`config.mk`:
```
export PLATFORM = sky130hd
export DESIGN_NAME = d_cache_write_buffer
export DESIGN_NICKNAME = d
export VERILOG_FILES = /design/src/rtl/d_cache_write_buffer.sv
export SDC_FILE = /design/constraint.sdc
export NUM_CORES = 1
export LEC_CHECK = 0
export BUFFER_PORTS_ARGS = -buffer_cell sky130_fd_sc_hd__buf_2
export CORE_MARGIN = 3
export CORE_UTILIZATION = 46
export DETAILED_ROUTE_END_ITERATION = 12
export PLACE_DENSITY = 0.66
export SLEW_MARGIN = 15
export SYNTH_ARGS = -nofsm -noshare
export SYNTH_HDL_FRONTEND = slang
export SYNTH_SLANG_ARGS = --single-unit
```
`constraint.sdc`:
```
create_clock -name clk -period 10.1 [get_ports clk]
set_clock_uncertainty 0.2 [all_clocks]
set_input_delay 3.03 -clock clk [delete_from_list [all_inputs] [get_ports clk]]
set_output_delay 3.03 -clock clk [all_outputs]
set_load 0.05 [all_outputs]
```
`src/rtl/d_cache_write_buffer.sv`:
```
// Posted-store FIFO between the D-cache store path and the RAM write port.
// Coalesces stores to the youngest entry and flags misses whose block still has stores pending.
module d_cache_write_buffer #(
  parameter int DEPTH = 4
) (
  input  logic        clk,
  input  logic        rst_n,
  input  logic        store_valid,
  input  logic [15:0] store_address,
  input  logic [15:0] store_data,
  output logic        store_ready,
  input  logic        ram_busy,
  output logic        ram_write,
  output logic [15:0] ram_write_address,
  output logic [15:0] ram_write_data,
  input  logic        d_cache_miss,
  input  logic [15:0] d_cache_miss_address,
  output logic        block_conflict,
  output logic        empty
);

  localparam int PW = $clog2(DEPTH);
  localparam int CW = PW + 1;

  logic [15:1]   entry_addr  [DEPTH];
  logic [15:0]   entry_data  [DEPTH];
  logic [DEPTH-1:0] entry_valid;

  logic [PW-1:0] head;
  logic [PW-1:0] tail;
  logic [PW-1:0] youngest;
  logic [CW-1:0] count;

  logic full;
  logic pop;
  logic coalesce_hit;
  logic accept;
  logic do_push;
  logic do_coalesce;
  logic conflict;

  // Byte-select bit of the store and the word/offset bits of the miss never matter.
  logic unused_bits;
  assign unused_bits = &{1'b0, store_address[0], d_cache_miss_address[3:0]};

  assign youngest = tail - PW'(1);
  assign empty    = (count == '0);
  assign full     = (count == CW'(DEPTH));

  assign ram_write = ~empty & ~ram_busy;
  assign pop       = ram_write;

  // The youngest entry can absorb a store unless it is the head leaving this cycle.
  assign coalesce_hit = ~empty
                      & entry_valid[youngest]
                      & (entry_addr[youngest] == store_address[15:1])
                      & ~(pop & (count == CW'(1)));

  assign store_ready = ~full | pop | coalesce_hit;
  assign accept      = store_valid & store_ready;
  assign do_coalesce = accept & coalesce_hit;
  assign do_push     = accept & ~coalesce_hit;

  assign ram_write_address = empty ? 16'h0000 : {entry_addr[head], 1'b0};
  assign ram_write_data    = empty ? 16'h0000 : entry_data[head];

  always_comb begin
    conflict = 1'b0;
    for (int i = 0; i < DEPTH; i++) begin
      if (entry_valid[i]
          && (entry_addr[i][15:4] == d_cache_miss_address[15:4])
          && !(pop && (PW'(i) == head)))
        conflict = 1'b1;
    end
  end

  assign block_conflict = d_cache_miss & conflict;

  always_ff @(posedge clk or negedge rst_n) begin
    if (!rst_n) begin
      head  <= '0;
      tail  <= '0;
      count <= '0;
    end else begin
      if (pop)
        head <= head + PW'(1);
      if (do_push)
        tail <= tail + PW'(1);
      case ({do_push, pop})
        2'b10:   count <= count + CW'(1);
        2'b01:   count <= count - CW'(1);
        default: count <= count;
      endcase
    end
  end

  // When full with a same-cycle pop, tail equals head: the push must win the valid bit.
  always_ff @(posedge clk or negedge rst_n) begin
    if (!rst_n) begin
      entry_valid <= '0;
      for (int i = 0; i < DEPTH; i++) begin
        entry_addr[i] <= '0;
        entry_data[i] <= '0;
      end
    end else begin
      if (pop)
        entry_valid[head] <= 1'b0;
      if (do_push) begin
        entry_valid[tail] <= 1'b1;
        entry_addr[tail]  <= store_address[15:1];
        entry_data[tail]  <= store_data;
      end
      if (do_coalesce)
        entry_data[youngest] <= store_data;
    end
  end

endmodule

```
==> metrics.cfg, run 1 <==
[outcome]
outcome=complete, no violations

[timing]
slew_violations=0
timing.fmax_mhz=125
final-hold-violation-count=0
slew_headroom=0.306
worst_pin_slew_ns=1.04
setup_viol=0
setup_tns_ns=0
rsz0062_at_grt=false
period_share=0.793
final.min_clock_period_ns=8.01

[global_routing]
grt_max_degree=77
grt_first_pass_wirelength_mm=29.2
gr-usage-all-layers=0.211
antenna_found_initial=1
grt_pass1_vias=5314
overflow=0

[die]
rows=46
dieArea_um2=18100
initial_core_util=0.475
core_um2=16000
io_pins=89
die_w_um=135
die_h_um=135

[logic_synthesis]
yosys.area.top_type=dfrtp_1
synthArstFlopShare=1.00
synth_cell_type_count=37
syn_area_per_cell_um2=13.4
netlist_area_um2=7600
synth_top_area_share=0.445
ys_top_cells_by_area=dfrtp_1, mux2_2, mux4_2, xnor2_1, nor2b_1
yosys_register_bits=135
seq_area_frac_synth=0.445
synth_edf_count=0
synthCells=569
yosys_most_used_dff=dfrtp_1
yosysMostFrequentCell=dfrtp_1
yosysWarnings=0
syn-num-nets=635
synthTopCellsByCount=dfrtp_1, mux2_2, xnor2_1

[worst_setup_path]
slowest_delay_ns=0.44
cp.required_ns=6.87
critical_path_buf_inv_count=3
crit_arrival_ns=4.78
crit_slowest_cell=a2111oi_2
crit_top_cell=buf_2
worstSetupEndpointType=primary output
cp_top_family=simple AND/OR/NAND/NOR gates
crit_path_cell_trace=buf_2 > inv_1 > nor3_1 > a2111oi_2 > and3_1 > nand3_1 > nand2_1 > buf_2
startpoint_type=primary input
path_class=in -> out
worstPathMaxFanout=10
rrSetupSlack_ns=4.57

[placed_design]
gp_congestion=0.894
dpl.hpwl_mm=12.1
io_buffer_count=82

[cells_and_area]
n_antenna_cell=0
areaGrowthSynthToFinish_pct=14.6
final_layout_size_suffix_gt1_frac=0.454
fill_cells=1408
nets=705

[clocking]
cts_sinks=135
cts-resized-gates=0
cts_setup_buffers=0
cts_tree=yes
clk_pin_slew_worst_paths_ns=0.06
cts_root_buf=clkbuf_16
cts_inserted_buffers=17
clock_path_buffers=2
clk-insertion-delay-late_ns=0.42
htree_levels=4
cts_hold_buf=0

[drt]
dr_total_vias=4892
viasPerCell=5.65
dr.pass1.iters=4
drtIter0Drc=293
drt_wl_total_mm=18.1
drt-wirelength-per-cell_um=21.0
drc=0
antenna_left=0

[worst_hold_path]
hold_path.class=reg -> reg

[flow_run]
cap_violations=0

[per-stage QoR]
step,hold slack [ns],setup WS (ns),util,instance area (µm²),instances
floorplan,0.257,2.02,-,7600,569
global placement,0.282,2.12,0.510,8160,836
detailed placement,0.290,2.09,0.510,8160,836
CTS,0.304,2.01,0.544,8710,866
global route,0.309,1.81,0.544,8710,866
finish,0.303,2.09,0.544,8710,866
[final timing paths]
check | start | to | cells after the start
max | store_address[15] | store_ready | 8
min | entry_data[37] | entry_data[37] | 1
max reg2reg | tail[0] | entry_addr[48] | 9
min reg2reg | entry_data[37] | entry_data[37] | 1
max in group asynchronous | rst_n | head[1] | 2
min in group asynchronous | rst_n | entry_addr[45] | 1
[cell type report]
| class | count | area (µm²) | area share |
|---|---|---|---|
| timing repair buffer | 90 | 473 | 0.0543 |
| sequential | 135 | 3380 | 0.388 |
| clock buffer | 20 | 447 | 0.0513 |
| tap | 216 | 270 | 0.0310 |
| multi-input combinational | 383 | 3990 | 0.458 |
| inverter | 12 | 45.0 | 0.00517 |
| clock inverter | 10 | 101 | 0.0116 |
[kinds of logic (layout without fill, tap and decap cells)]
| group | after synthesis | count (layout) | synth area share |
|---|---|---|---|
| mux | 181 | 181 | 0.328 |
| flops | 135 | 135 | 0.445 |
| simple gates | 104 | 104 | 0.0767 |
| xor+xnor | 70 | 70 | 0.0807 |
| buf+inv | 51 | 132 | 0.0324 |
| compound gates | 14 | 14 | 0.0153 |
| fa+ha+maj | 13 | 13 | 0.0214 |
| other cells | 1 | 1 | 0.000494 |
[state kept, by name (all words and copies together), names as in the netlist]
signal       cells
entry_addr      60
entry_valid      4
count            3
tail             2
head             2
entry_data      64
[routing by layer]
| metal | routed length, µm | track usage | vias to the layer above | part of all wire |
|---|---|---|---|---|
| li1 | - | - | 2190 | - |
| met1 | 7550 | 0.270 | 2541 | 0.42 |
| met2 | 9170 | 0.352 | 135 | 0.51 |
| met3 | 1130 | 0.0596 | 24 | 0.062 |
| met4 | 276 | 0.0622 | 2 | 0.015 |
| met5 | 13 | 0 | - | 0.00072 |
[placed cells by master, fill, tap and decap left out, types with 2 or more instances in the layout]
cell | Yosys | final
nand4_1 | 17 | 17
clkbuf_16 | 0 | 17
nor4_1 | 4 | 4
mux2i_2 | 0 | 4
mux4_2 | 42 | 42
mux2_2 | 125 | 125
clkinvlp_4 | 0 | 3
a32oi_1 | 2 | 2
clkinv_4 | 0 | 4
nor2b_1 | 33 | 33
nor2_1 | 7 | 6
dfrtp_1 | 135 | 134
ha_1 | 13 | 13
o2bb2ai_1 | 2 | 2
inv_1 | 11 | 11
clkbuf_1 | 20 | 2
nor3_1 | 4 | 4
mux2i_1 | 14 | 10
nand2b_1 | 3 | 3
o21ai_0 | 3 | 3
buf_4 | 2 | 9
nand3_1 | 8 | 8
nand2_1 | 21 | 21
and3_1 | 4 | 4
buf_2 | 8 | 81
xnor2_1 | 69 | 69
Power of run 1 is not shown: default switching activity piles up to over one toggle a cycle in this logic, so the estimate is an artifact.
==> inputs of run 2 (changes only) <==
- PLACE_DENSITY: 0.66 -> 0.69
- clock period: 10.1 -> 6.5 ns (I/O delays scaled with it)
==> metrics.cfg, run 2 (synthesized netlist as in run 1, its figures left out) <==
[worst_setup_path]
path_class=reg -> out
slowest_delay_ns=1.01  ; +0.57 ns
cp_num_cells=9  ; +1
critical_path_buf_inv_count=2  ; -1
startpoint_type=flip-flop
crit_arrival_ns=3.87  ; -0.91 ns
cp.required_ns=4.35  ; -2.52 ns
worstSetupEndpointType=primary output
worstPathMaxFanout=22  ; +12
crit_slowest_cell=ha_1
cp_top_family=adder cells
worst-r2r-cell-count=9  ; unchanged
crit_path_cell_trace=inv_2 > ha_1 > mux2i_1 > mux2_2 > a2111oi_2 > and3_1 > nand3_1 > nand2_1 > buf_2

[timing]
final.min_clock_period_ns=6.02
worst_pin_slew_ns=1.07  ; +0.0305 ns
period_share=0.926
slew_headroom=0.284  ; -0.0224
final-hold-violation-count=0  ; unchanged
slew_violations=0  ; unchanged
worst_hold_slack_ns=0.299  ; -0.00344 ns
worst_slack_ns=0.482  ; -1.61 ns
rsz0062_at_grt=false
setup_viol=0  ; unchanged
setup_tns_ns=0  ; unchanged
timing.fmax_mhz=166

[placed_design]
io_buffer_count=82  ; unchanged
gp_congestion=0.871  ; -2.6%
dpl.hpwl_mm=12.5  ; +3.4%
dp_slack_ns=0.679  ; -1.41 ns

[global_routing]
overflow=0  ; unchanged
grt_max_degree=58  ; -25%
grt_pass1_vias=5367  ; +1.0%
antenna_found_initial=0  ; -1
gr-usage-all-layers=0.212  ; +0.00140
grt_first_pass_wirelength_mm=29.6  ; +1.2%

[worst_hold_path]
hold_depth=1  ; unchanged
hold_path.class=reg -> reg

[cells_and_area]
largest_register_ffs=64  ; unchanged
fill_cells=1353  ; -3.9%
fin_util=0.550  ; +0.00633
largest_registers=entry_data (64), entry_addr (60), entry_valid (4)
largest-register=entry_data
layout_commonest_cell=dfrtp_1
n_antenna_cell=0  ; unchanged
final_cell_mix=dfrtp_1, mux2_2, buf_2, xnor2_1, mux4_2
final_layout_size_suffix_gt1_frac=0.459  ; +0.00487
areaGrowthSynthToFinish_pct=15.9
nets=707  ; +0.28%

[clocking]
cts_sinks=135  ; unchanged
clk-insertion-delay-late_ns=0.42  ; about the same
cts_tree=yes
clock_path_buffers=2  ; unchanged
cts_setup_buffers=0  ; unchanged
cts-resized-gates=0  ; unchanged
htree_levels=4  ; unchanged
cts_hold_buf=0  ; unchanged
cts_root_buf=clkbuf_16
clk_pin_slew_worst_paths_ns=0.06  ; about the same
cts_inserted_buffers=17  ; unchanged

[die]
die_h_um=135  ; unchanged
dieArea_um2=18100  ; unchanged
die_w_um=135  ; unchanged
rows=46  ; unchanged
io_pins=89  ; unchanged
initial_core_util=0.475  ; unchanged
core_um2=16000  ; unchanged

[drt]
dr_total_vias=4870  ; -0.45%
drtIter0Drc=216  ; -26%
viasPerCell=5.60  ; -0.91%
drt_wl_total_mm=18.2  ; +0.49%
drt-wirelength-per-cell_um=21.0  ; about the same
drc=0  ; unchanged
dr.pass1.iters=5  ; +1
antenna_left=0  ; unchanged

[flow_run]
cap_violations=0  ; unchanged

[outcome]
outcome=complete, no violations

==> run 2: changes by cell type in the layout (fill, tap and decap cells not counted), moves of 2 or more <==
cell        delta
buf_4          +2
bufinv_16      +3
clkinv_4       -2
clkinvlp_4     +3
==> run 2: cell type report <==
type                    count  area (µm²)  area share
inverters                  12        45.0     0.00511
well taps                 216         270      0.0307
clock buffers              18         429      0.0487
clock inverters            14         200      0.0227
flip-flops and latches    135        3380       0.384
multi-input cells         383        4000       0.454
repair buffers             92         488      0.0554
==> run 2: stage by stage <==
| step | instances | area (µm²) |
|---|---|---|
| 2_1_floorplan | 569 | 7600 |
| 3_3_place_gp | 838 | 8180 |
| 3_5_place_dp | 838 | 8180 |
| 4_1_cts | 870 | 8810 |
| 5_1_grt | 870 | 8810 |
| 6_report | 870 | 8810 |
==> run 2: worst paths after layout <==
path | startpoint | slack (ns) | endpoint
max in group asynchronous | rst_n | 3.57 | head[1]
setup reg to reg | tail[0] | 1.87 | entry_addr[47]
min in group asynchronous | rst_n | 1.36 | tail[0]
hold / removal | entry_data[10] | 0.30 | entry_data[10]
hold reg to reg | entry_data[10] | 0.30 | entry_data[10]
setup / recovery | tail[0] | 0.48 | store_ready
==> run 2: routing by layer <==
metal | track usage | part of all wire | vias to the layer above
met2 | 0.362 | 0.52 | 120
met1 | 0.281 | 0.41 | 2534
li1 | - | - | 2205
met3 | 0.0414 | 0.056 | 11
met5 | 0 | 0 | -
met4 | 0.0560 | 0.010 | 0
Power of run 2 is left out for the same reason.
